$ cat config.mk
export PLATFORM = sky130hd
export DESIGN_NAME = aes_block_loader
export DESIGN_NICKNAME = d
export VERILOG_FILES = /design/src/rtl/aes_pkg.sv /design/src/rtl/aes_block_loader_packer.sv /design/src/rtl/aes_block_loader.sv
export SDC_FILE = /design/constraint.sdc
export NUM_CORES = 1
export LEC_CHECK = 0
export ABC_AREA = 1
export CORE_AREA = 2 2 214 216
export DETAILED_ROUTE_END_ITERATION = 12
export DIE_AREA = 0 0 216 218
export PLACE_DENSITY = 0.55
export RECOVER_POWER = 25
export SLEW_MARGIN = 20
export SYNTH_ARGS = -nofsm -noshare
export SYNTH_HDL_FRONTEND = slang
export SYNTH_SLANG_ARGS = --single-unit
$ cat constraint.sdc
create_clock -name clk -period 2 [get_ports clk]
set_clock_uncertainty 0.05 [all_clocks]
set_input_delay 0.3 -clock clk [delete_from_list [all_inputs] [get_ports clk]]
set_output_delay 0.3 -clock clk [all_outputs]
set_load 0.05 [all_outputs]
$ cat src/rtl/aes_pkg.sv
// Shared types and constants for the AES ingress loader.
package aes_pkg;

    localparam int unsigned AES_BLOCK_W = 128;

    typedef logic [AES_BLOCK_W-1:0] aes_block_t;

    typedef enum logic {
        FILL = 1'b0,
        FULL = 1'b1
    } loader_state_e;

endpackage

$ cat src/rtl/aes_block_loader_packer.sv
// Beat counter and assembly buffer; packs WORD_W words MSB-slot first into a block.
// Optional byte swap per word under AES_LOADER_BSWAP_EN.
module aes_word_packer
    import aes_pkg::*;
#(
    parameter int unsigned WORD_W  = 32,
    parameter int unsigned BLOCK_W = AES_BLOCK_W
) (
    input  logic               clk,
    input  logic               reset_n,
    input  logic               accept,
    input  logic [WORD_W-1:0]  word,
    input  logic               last,
    output logic               complete,
    output logic               error,
    output logic [BLOCK_W-1:0] next_block,
    output logic [BLOCK_W-1:0] block
);

    localparam int unsigned BEATS = BLOCK_W / WORD_W;
    localparam int unsigned CNT_W = $clog2(BEATS);

    logic [CNT_W-1:0]   beat_q, beat_d;
    logic [BLOCK_W-1:0] block_q, block_d;
    logic [WORD_W-1:0]  word_pk;
    logic               final_beat;

    always_comb begin
        word_pk = '0;
`ifdef AES_LOADER_BSWAP_EN
        for (int k = 0; k < int'(WORD_W / 8); k++) begin
            word_pk[8*k +: 8] = word[WORD_W-8-8*k +: 8];
        end
`else
        word_pk = word;
`endif
    end

    assign final_beat = (beat_q == CNT_W'(BEATS - 1));

    always_comb begin
        next_block = block_q;
        for (int i = 0; i < int'(BEATS); i++) begin
            if (beat_q == i[CNT_W-1:0]) begin
                next_block[BLOCK_W-1-i*WORD_W -: WORD_W] = word_pk;
            end
        end
    end

    // Any in_last or final beat returns the counter to slot 0, good or bad.
    always_comb begin
        complete = accept && final_beat && last;
        error    = accept && (final_beat != last);
        beat_d   = beat_q;
        block_d  = block_q;
        if (accept) begin
            block_d = next_block;
            beat_d  = (final_beat || last) ? '0 : beat_q + 1'b1;
        end
    end

    always_ff @(posedge clk or negedge reset_n) begin
        if (!reset_n) begin
            beat_q  <= '0;
            block_q <= '0;
        end else begin
            beat_q  <= beat_d;
            block_q <= block_d;
        end
    end

    assign block = block_q;

endmodule

$ cat src/rtl/aes_block_loader.sv
// Double-buffered word-to-block loader feeding the AES pipeline; FILL/FULL FSM and output reg.
// Define AES_LOADER_BSWAP_EN to byte-reverse each input word before packing.
module aes_block_loader
    import aes_pkg::*;
#(
    parameter int unsigned WORD_W  = 32,
    parameter int unsigned BLOCK_W = AES_BLOCK_W
) (
    input  logic               clk,
    input  logic               reset_n,
    input  logic               in_valid,
    output logic               in_ready,
    input  logic [WORD_W-1:0]  in_word,
    input  logic               in_last,
    output logic               out_valid,
    input  logic               out_ready,
    output logic [BLOCK_W-1:0] out_block,
    output logic               frame_err
);

    if (BLOCK_W != AES_BLOCK_W) begin : g_bad_block_w
        $error("aes_block_loader: BLOCK_W must be 128");
    end
    if (WORD_W != 8 && WORD_W != 16 && WORD_W != 32 && WORD_W != 64) begin : g_bad_word_w
        $error("aes_block_loader: WORD_W must be 8, 16, 32 or 64");
    end

    loader_state_e      state_q, state_d;
    aes_block_t         out_block_q, out_block_d;
    logic               out_valid_q, out_valid_d;
    logic               frame_err_q;
    logic               accept, drain, complete, error;
    logic [BLOCK_W-1:0] next_block, asm_block;

    assign in_ready = (state_q == FILL);
    assign accept   = in_valid && in_ready;
    assign drain    = out_valid_q && out_ready;

    aes_word_packer #(
        .WORD_W  (WORD_W),
        .BLOCK_W (BLOCK_W)
    ) u_packer (
        .clk        (clk),
        .reset_n    (reset_n),
        .accept     (accept),
        .word       (in_word),
        .last       (in_last),
        .complete   (complete),
        .error      (error),
        .next_block (next_block),
        .block      (asm_block)
    );

    always_comb begin
        state_d     = state_q;
        out_block_d = out_block_q;
        out_valid_d = drain ? 1'b0 : out_valid_q;
        unique case (state_q)
            FILL: begin
                if (complete) begin
                    // A draining output slot counts as free: no bubble between blocks.
                    if (!out_valid_q || out_ready) begin
                        out_block_d = next_block;
                        out_valid_d = 1'b1;
                    end else begin
                        state_d = FULL;
                    end
                end
            end
            FULL: begin
                if (drain) begin
                    out_block_d = asm_block;
                    out_valid_d = 1'b1;
                    state_d     = FILL;
                end
            end
            default: state_d = FILL;
        endcase
    end

    always_ff @(posedge clk or negedge reset_n) begin
        if (!reset_n) begin
            state_q     <= FILL;
            out_block_q <= '0;
            out_valid_q <= 1'b0;
            frame_err_q <= 1'b0;
        end else begin
            state_q     <= state_d;
            out_block_q <= out_block_d;
            out_valid_q <= out_valid_d;
            frame_err_q <= error;
        end
    end

    assign out_valid = out_valid_q;
    assign out_block = out_block_q;
    assign frame_err = frame_err_q;

endmodule
==> results of run 1 <==
## power by group through the flow
stage,clock [mW],combinational (mW),sequential [mW]
final,5.89,11.6,8.63
after global routing,6.25,12.6,8.90
after CTS,6.02,11.7,8.66
after detailed placement,0,12.0,8.73
after global placement,0,11.8,8.71
after floorplan,0,3.56,13.0
## worst paths after layout
kind	endpoint	startpoint
worst min-delay path	out_valid$_DFF_PN0_	out_ready
worst max register to register	out_block[72]$_DFFE_PN0P_	u_packer.beat_q[0]$_DFFE_PN0P_
worst max-delay path	in_ready	state_q$_DFF_PN0_
worst min register to register	out_block[53]$_DFFE_PN0P_	out_block[53]$_DFFE_PN0P_
min in group asynchronous	out_block[117]$_DFFE_PN0P_	reset_n
max in group asynchronous	u_packer.block[47]$_DFFE_PN0P_	reset_n
## Yosys cell counts (all sizes together)
cell / count / share of area
nand2: 899 / 0.25
nand3: 259 / 0.098
buf: 91 / 0.043
dfrtp: 261 / 0.49
o21ai: 133 / 0.050
and3: 1 / 0.00047
inv: 172 / 0.049
clkbuf: 22 / 0.0062
nor2: 1 / 0.00085
o211ai: 1 / 0.00057
ha: 5 / 0.0047
## worst register-to-register path: stages (launching register included)
cell	delay, ps
sky130_fd_sc_hd__dfrtp_1	400
sky130_fd_sc_hd__ha_1	300
sky130_fd_sc_hd__nand3_1	120
sky130_fd_sc_hd__nand2_1	110
sky130_fd_sc_hd__nand2_4	110
sky130_fd_sc_hd__buf_4	420
sky130_fd_sc_hd__nand2_1	130
sky130_fd_sc_hd__nand2_1	100
## what timing repair did
item / CTS / global route
cloned: 1 / 1
hold buffers: 1 / 0
hold endpoints to repair: 91 / 0
gates resized for setup: 54 / 1
endpoints found under the setup margin: 54 / 1
## final cells by class
class / instances / share of cell area
clock inverter: 13 / 0.00605
inverter: 172 / 0.0394
clock buffer: 46 / 0.0572
multi-input combinational: 1299 / 0.328
sequential: 261 / 0.395
timing repair buffer: 221 / 0.129
tap: 600 / 0.0454
## routing by layer
layer | GRT usage | up-vias | part of all wire
met5 | 0 | - | 0
met1 | 0.262 | 5982 | 0.46
met2 | 0.301 | 370 | 0.45
li1 | - | 6026 | -
met3 | 0.0403 | 56 | 0.073
met4 | 0.0527 | 0 | 0.021
## through the flow
stage               utilization  hold WS [ps]  worst slack [ps]
global placement          0.346           182               123
global route              0.369           371              9.53
CTS                       0.369           226              27.0
finish                    0.369           346              60.6
floorplan                     -         -45.6               395
detailed placement        0.346           183               123
## flip-flops by register name (all words and copies together) (netlist names)
| name | count |
|---|---|
| state_q | 1 |
| u_packer.block | 128 |
| u_packer.beat_q | 2 |
| frame_err | 1 |
| out_block | 128 |
| out_valid | 1 |
## logic make-up after synthesis
logic type,after synthesis,share of synthesized area
buffers and inverters,285,0.0975
adder cells (fa/ha/maj),5,0.00472
AO/OA/AOI/OAI,134,0.0508
flip-flops,261,0.493
AND/OR/NAND/NOR,1160,0.354
## cell usage in the layout (no fill, tap or decap)
master / count
sky130_fd_sc_hd__nand2_1: 898
sky130_fd_sc_hd__dfrtp_1: 260
sky130_fd_sc_hd__nand3_1: 259
sky130_fd_sc_hd__inv_1: 170
sky130_fd_sc_hd__o21ai_0: 132
sky130_fd_sc_hd__buf_4: 105
sky130_fd_sc_hd__dlygate4sd2_1: 53
sky130_fd_sc_hd__clkbuf_16: 36
sky130_fd_sc_hd__clkdlybuf4s50_1: 35
sky130_fd_sc_hd__buf_12: 20
sky130_fd_sc_hd__clkinv_2: 10
sky130_fd_sc_hd__clkbuf_1: 9
sky130_fd_sc_hd__ha_1: 5
sky130_fd_sc_hd__inv_6: 3
sky130_fd_sc_hd__clkbuf_8: 3
sky130_fd_sc_hd__buf_6: 2
sky130_fd_sc_hd__and3_1: 1
sky130_fd_sc_hd__o211ai_1: 1
sky130_fd_sc_hd__nor2_4: 1
sky130_fd_sc_hd__o21ai_1: 1
sky130_fd_sc_hd__nand2_4: 1
sky130_fd_sc_hd__clkinvlp_4: 1
sky130_fd_sc_hd__bufinv_16: 1
sky130_fd_sc_hd__bufbuf_16: 1
sky130_fd_sc_hd__dlygate4sd3_1: 1
sky130_fd_sc_hd__clkbuf_2: 1
sky130_fd_sc_hd__buf_16: 1
sky130_fd_sc_hd__dfrtp_4: 1
==> run_summary.xml, run 1 <==
<?xml version="1.0" encoding="UTF-8"?>
<metrics>
  <group name="pwr">
    <metric name="worst_ir_drop_vdd" unit="uV">847</metric>
    <metric name="p_leak" unit="nW">8.70</metric>
    <metric name="switching_power" unit="mW">12.0</metric>
    <metric name="p_total" unit="mW">26.1</metric>
    <metric name="proportion_of_power_drawn_by_flip_flops_and_latches" unit="">0.331</metric>
    <metric name="p_comb_frac" unit="">0.444</metric>
    <metric name="clockPowerShare" unit="">0.226</metric>
    <metric name="internal_power" unit="mW">14.1</metric>
    <metric name="switch_share" unit="">0.460</metric>
    <metric name="power.density" unit="nW/um^2">1580</metric>
  </group>
  <group name="cells_and_area">
    <metric name="layout-drive-gt1-share" unit="">0.0929</metric>
    <metric name="fin_nets" unit="">2031</metric>
    <metric name="insertedDiodeCount" unit="">0</metric>
    <metric name="regArea" unit="sq um">6540</metric>
    <metric name="design_area" unit="sq um">16500</metric>
    <metric name="n_fill_cell" unit="">4678</metric>
    <metric name="syn_to_final_growth" unit="%">24.9</metric>
    <metric name="multiInputGateArea" unit="sq um">5430</metric>
    <metric name="finalNonFillerCells" unit="">2612</metric>
  </group>
  <group name="setup_path">
    <metric name="critical-path-max-stage-delay" unit="ps">540</metric>
    <metric name="crit_chain" unit="">inv_6, buf_16, buf_12</metric>
    <metric name="worst-r2r-setup-slack" unit="ps">190</metric>
    <metric name="path_depth" unit="">3</metric>
    <metric name="critical_path.slowest_cell" unit="">sky130_fd_sc_hd__dfrtp_4</metric>
    <metric name="largest_driver_fanout_on_the_critical_path" unit="">16</metric>
    <metric name="timing_worst_setup_path_type" unit="">register to output pin</metric>
    <metric name="worstPathBufferInverterCount" unit="">3</metric>
    <metric name="worst_path_required_time" unit="ps">1650</metric>
    <metric name="cp.arrival" unit="ps">1590</metric>
    <metric name="worstSetupEndpointType" unit="">output pin</metric>
    <metric name="path_delay_family" unit="">flip-flops</metric>
    <metric name="depth_of_the_most_critical_reg_to_reg_path" unit="">7</metric>
    <metric name="critical_path.startpoint_type" unit="">register</metric>
  </group>
  <group name="sta">
    <metric name="slew_headroom" unit="">0.173</metric>
    <metric name="finalHoldViolations" unit="">0</metric>
    <metric name="finalSetupViolations" unit="">0</metric>
    <metric name="period_share" unit="">0.970</metric>
    <metric name="tightestPinTransition" unit="ps">1240</metric>
    <metric name="finalCriticalPeriod" unit="ps">1940</metric>
    <metric name="max_clock_freq" unit="MHz">516</metric>
    <metric name="pins_over_slew_limit" unit="">0</metric>
    <metric name="fin_setup_tns" unit="ps">0</metric>
    <metric name="rsz0062_at_grt" unit="">no</metric>
  </group>
  <group name="floorplan">
    <metric name="io_pins" unit="">168</metric>
    <metric name="floorplan.die.height" unit="um">218</metric>
    <metric name="die_x" unit="um">216</metric>
    <metric name="cell_rows" unit="">78</metric>
    <metric name="core-area" unit="sq um">44900</metric>
    <metric name="floorplan.initialDensity" unit="">0.295</metric>
    <metric name="die_area" unit="sq um">47100</metric>
  </group>
  <group name="clock_network">
    <metric name="cts_tree" unit="">done</metric>
    <metric name="clk-insertion-delay-late" unit="ps">530</metric>
    <metric name="clock_sinks" unit="">261</metric>
    <metric name="clockRootBuffer" unit="">sky130_fd_sc_hd__clkbuf_16</metric>
    <metric name="cts-buffers-inserted" unit="">34</metric>
    <metric name="path_clk_slew" unit="ps">60</metric>
    <metric name="post_cts.repair.setup_buffers" unit="">0</metric>
    <metric name="htree_num_levels" unit="">2</metric>
    <metric name="max-clock-path-buffers" unit="">3</metric>
  </group>
  <group name="route">
    <metric name="avgRoutedWirePerCell" unit="um">17.2</metric>
    <metric name="drt-pass1-iter-count" unit="">5</metric>
    <metric name="post_drt_antenna_nets" unit="">0</metric>
    <metric name="vias" unit="">12400</metric>
    <metric name="first_iter_violations" unit="">966</metric>
    <metric name="route.detailed.vias_per_inst" unit="">4.76</metric>
    <metric name="drc_errors" unit="">0</metric>
    <metric name="finalWirelength" unit="um">44900</metric>
  </group>
  <group name="flow_run">
    <metric name="max-cap-violations" unit="">0</metric>
  </group>
  <group name="yosys">
    <metric name="syn-cell-area" unit="sq um">13300</metric>
    <metric name="post_synth_num_cell_types" unit="">16</metric>
    <metric name="postSynthRegisterBits" unit="">261</metric>
    <metric name="syn-mean-instance-area" unit="sq um">7.18</metric>
    <metric name="number_of_warnings_printed_during_yosys_synthesis" unit="">0</metric>
    <metric name="yosysSeqAreaShare" unit="">0.493</metric>
    <metric name="netlist_instances" unit="">1845</metric>
    <metric name="syn_nets" unit="">1887</metric>
  </group>
  <group name="placed_design">
    <metric name="dp_hpwl" unit="um">28600</metric>
    <metric name="io_buffer_count" unit="">167</metric>
    <metric name="gpl_congestion" unit="">0.794</metric>
    <metric name="placedInstanceArea" unit="sq um">15500</metric>
    <metric name="number_of_placed_instances_with_taps_included" unit="">2550</metric>
  </group>
  <group name="min_path">
    <metric name="hp-class" unit="">primary input to register</metric>
    <metric name="min_path_cells" unit="">2</metric>
  </group>
  <group name="global_routing">
    <metric name="first_global_vias" unit="">12100</metric>
    <metric name="grt_resource_usage_total" unit="">0.190</metric>
    <metric name="maximum_number_of_pins_on_one_net_before_global_route_repair" unit="">129</metric>
    <metric name="leftover_overflow_at_the_end_of_global_routing" unit="">0</metric>
    <metric name="antenna_found_initial" unit="">0</metric>
    <metric name="grt_pass1_wl" unit="um">69600</metric>
  </group>
  <group name="outcome">
    <metric name="status" unit="">finished, final reports clean</metric>
  </group>
</metrics>
No activity file was read; power rests on OpenSTA's default activity.
==> run 2, diff against run 1 <==
--- a/config.mk
+++ b/config.mk
@@ -9,6 +9,8 @@
 export CORE_AREA = 2 2 214 216
 export DETAILED_ROUTE_END_ITERATION = 12
 export DIE_AREA = 0 0 216 218
+export GPL_ROUTABILITY_DRIVEN = 0
+export MAX_ROUTING_LAYER = met4
 export PLACE_DENSITY = 0.55
 export RECOVER_POWER = 25
 export SLEW_MARGIN = 20
==> run_summary.xml, run 2 (same netlist as run 1, synthesis figures left out) <==
<?xml version="1.0" encoding="UTF-8"?>
<metrics>
  <group name="outcome">
    <metric name="status" unit="">finished, final reports clean</metric>
  </group>
  <group name="cells_and_area">
    <metric name="mostFrequentLayoutCells" unit="">sky130_fd_sc_hd__nand2_1, sky130_fd_sc_hd__dfrtp_1, sky130_fd_sc_hd__nand3_1</metric>
    <metric name="fin_nets" unit="">2031</metric>
    <metric name="final_core_utilization" unit="">0.369</metric>
    <metric name="multiInputGateArea" unit="sq um">5430</metric>
    <metric name="regArea" unit="sq um">6540</metric>
    <metric name="n_fill_cell" unit="">4678</metric>
    <metric name="layout.cells.most_common" unit="">sky130_fd_sc_hd__nand2_1</metric>
    <metric name="insertedDiodeCount" unit="">0</metric>
    <metric name="syn_to_final_growth" unit="%">24.9</metric>
    <metric name="layout-drive-gt1-share" unit="">0.0929</metric>
  </group>
  <group name="placed_design">
    <metric name="pre_cts_ws" unit="ps">123</metric>
    <metric name="io_buffer_count" unit="">167</metric>
    <metric name="dp_hpwl" unit="um">28600</metric>
  </group>
  <group name="sta">
    <metric name="finalHoldViolations" unit="">0</metric>
    <metric name="setup_slack" unit="ps">55.6</metric>
    <metric name="tightestPinTransition" unit="ps">1260</metric>
    <metric name="rsz0062_at_grt" unit="">no</metric>
    <metric name="hold_slack" unit="ps">342</metric>
    <metric name="finalCriticalPeriod" unit="ps">1940</metric>
    <metric name="pins_over_slew_limit" unit="">0</metric>
    <metric name="slew_headroom" unit="">0.163</metric>
    <metric name="period_share" unit="">0.972</metric>
    <metric name="max_clock_freq" unit="MHz">514</metric>
    <metric name="fin_setup_tns" unit="ps">0</metric>
    <metric name="finalSetupViolations" unit="">0</metric>
  </group>
  <group name="setup_path">
    <metric name="worst_setup_path_endpoint" unit="">in_ready</metric>
    <metric name="worstPathBufferInverterCount" unit="">3</metric>
    <metric name="path_delay_family" unit="">flip-flops</metric>
    <metric name="worstSetupEndpointType" unit="">output pin</metric>
    <metric name="cp.arrival" unit="ps">1590</metric>
    <metric name="depth_of_the_most_critical_reg_to_reg_path" unit="">7</metric>
    <metric name="timing_worst_setup_path_type" unit="">register to output pin</metric>
    <metric name="startpoint" unit="">state_q$_DFF_PN0_</metric>
    <metric name="worst-r2r-setup-slack" unit="ps">160</metric>
    <metric name="r2r_start" unit="">u_packer.beat_q[0]$_DFFE_PN0P_</metric>
    <metric name="critical_path.slowest_cell" unit="">sky130_fd_sc_hd__dfrtp_4</metric>
    <metric name="critical_path.startpoint_type" unit="">register</metric>
    <metric name="timing.rr.end" unit="">out_block[72]$_DFFE_PN0P_</metric>
    <metric name="largest_driver_fanout_on_the_critical_path" unit="">16</metric>
    <metric name="worst_path_required_time" unit="ps">1650</metric>
    <metric name="critical-path-max-stage-delay" unit="ps">540</metric>
    <metric name="crit_chain" unit="">inv_6, buf_16, buf_12</metric>
    <metric name="path_depth" unit="">3</metric>
  </group>
  <group name="flow_run">
    <metric name="max-cap-violations" unit="">0</metric>
  </group>
  <group name="floorplan">
    <metric name="floorplan.initialDensity" unit="">0.295</metric>
    <metric name="floorplan.die.height" unit="um">218</metric>
    <metric name="core-area" unit="sq um">44900</metric>
    <metric name="cell_rows" unit="">78</metric>
    <metric name="die_area" unit="sq um">47100</metric>
    <metric name="io_pins" unit="">168</metric>
    <metric name="die_x" unit="um">216</metric>
  </group>
  <group name="global_routing">
    <metric name="grt_resource_usage_total" unit="">0.196</metric>
    <metric name="grt_pass1_wl" unit="um">69600</metric>
    <metric name="maximum_number_of_pins_on_one_net_before_global_route_repair" unit="">129</metric>
    <metric name="leftover_overflow_at_the_end_of_global_routing" unit="">0</metric>
    <metric name="antenna_found_initial" unit="">0</metric>
    <metric name="first_global_vias" unit="">12100</metric>
  </group>
  <group name="route">
    <metric name="finalWirelength" unit="um">45000</metric>
    <metric name="post_drt_antenna_nets" unit="">0</metric>
    <metric name="drt-pass1-iter-count" unit="">5</metric>
    <metric name="route.detailed.vias_per_inst" unit="">4.79</metric>
    <metric name="drc_errors" unit="">0</metric>
    <metric name="vias" unit="">12500</metric>
    <metric name="avgRoutedWirePerCell" unit="um">17.2</metric>
    <metric name="first_iter_violations" unit="">1008</metric>
  </group>
  <group name="min_path">
    <metric name="min_path_cells" unit="">2</metric>
    <metric name="hp-class" unit="">primary input to register</metric>
  </group>
  <group name="clock_network">
    <metric name="clockRootBuffer" unit="">sky130_fd_sc_hd__clkbuf_16</metric>
    <metric name="cts-buffers-inserted" unit="">34</metric>
    <metric name="htree_num_levels" unit="">2</metric>
    <metric name="clk-insertion-delay-late" unit="ps">520</metric>
    <metric name="cts_tree" unit="">done</metric>
    <metric name="max-clock-path-buffers" unit="">3</metric>
    <metric name="clock_sinks" unit="">261</metric>
    <metric name="path_clk_slew" unit="ps">60</metric>
  </group>
  <group name="pwr">
    <metric name="p_leak" unit="nW">8.70</metric>
    <metric name="power.density" unit="nW/um^2">1580</metric>
    <metric name="worst_ir_drop_vdd" unit="uV">847</metric>
  </group>
</metrics>
run 2: cell counts in the layout (fill, tap and decap cells not counted):
No cell type changed its count.
run 2: final cells by class:
cell class              count  share of cell area
well taps                 600              0.0454
clock buffers              46              0.0572
flip-flops and latches    261               0.395
inverters                 172              0.0394
repair buffers            221               0.129
clock inverters            13             0.00605
multi-input cells        1299               0.328
run 2: worst min path at each step:
stage                     slack (ps)                               to       from
after floorplan                  -50              frame_err$_DFF_PN0_    reset_n
after global placement           180       out_block[120]$_DFFE_PN0P_    reset_n
after detailed placement         180       out_block[117]$_DFFE_PN0P_    reset_n
after CTS                        230  u_packer.block[115]$_DFFE_PN0P_    reset_n
after global routing             370              out_valid$_DFF_PN0_  out_ready
final                            340              out_valid$_DFF_PN0_  out_ready
run 2: through the flow:
| step | area, sq um | total power [mW] | std cells |
|---|---|---|---|
| after floorplan | 13300 | 16.6 | 1845 |
| after global placement | 15500 | 20.5 | 2550 |
| after detailed placement | 15500 | 20.8 | 2550 |
| after CTS | 16500 | 26.4 | 2611 |
| after global routing | 16500 | 27.7 | 2612 |
| final | 16500 | 26.1 | 2612 |
run 2: metal layers:
layer,share of wire,track usage,routed length (um),vias up
met2,0.45,0.301,20400,408
met1,0.45,0.264,20200,6017
met4,0.022,0.0525,975,0
met5,0,-,0,-
met3,0.076,0.0382,3410,58
li1,-,-,-,6018
run 2: repair_timing:
item	4_1_cts	5_1_grt
hold endpoints to repair	91	0
resized for setup	54	1
setup buffers	0	0
pin swaps	0	0
endpoints found under the setup margin	54	1
hold buffers	1	0
gates cloned	1	1
run 2: power breakdown:
group          leakage, nW  internal (mW)  switching (mW)
combinational         5.08           3.27            8.29
sequential            3.10           7.34            1.28
clock                0.521           3.46            2.44
total                 8.70           14.1            12.0
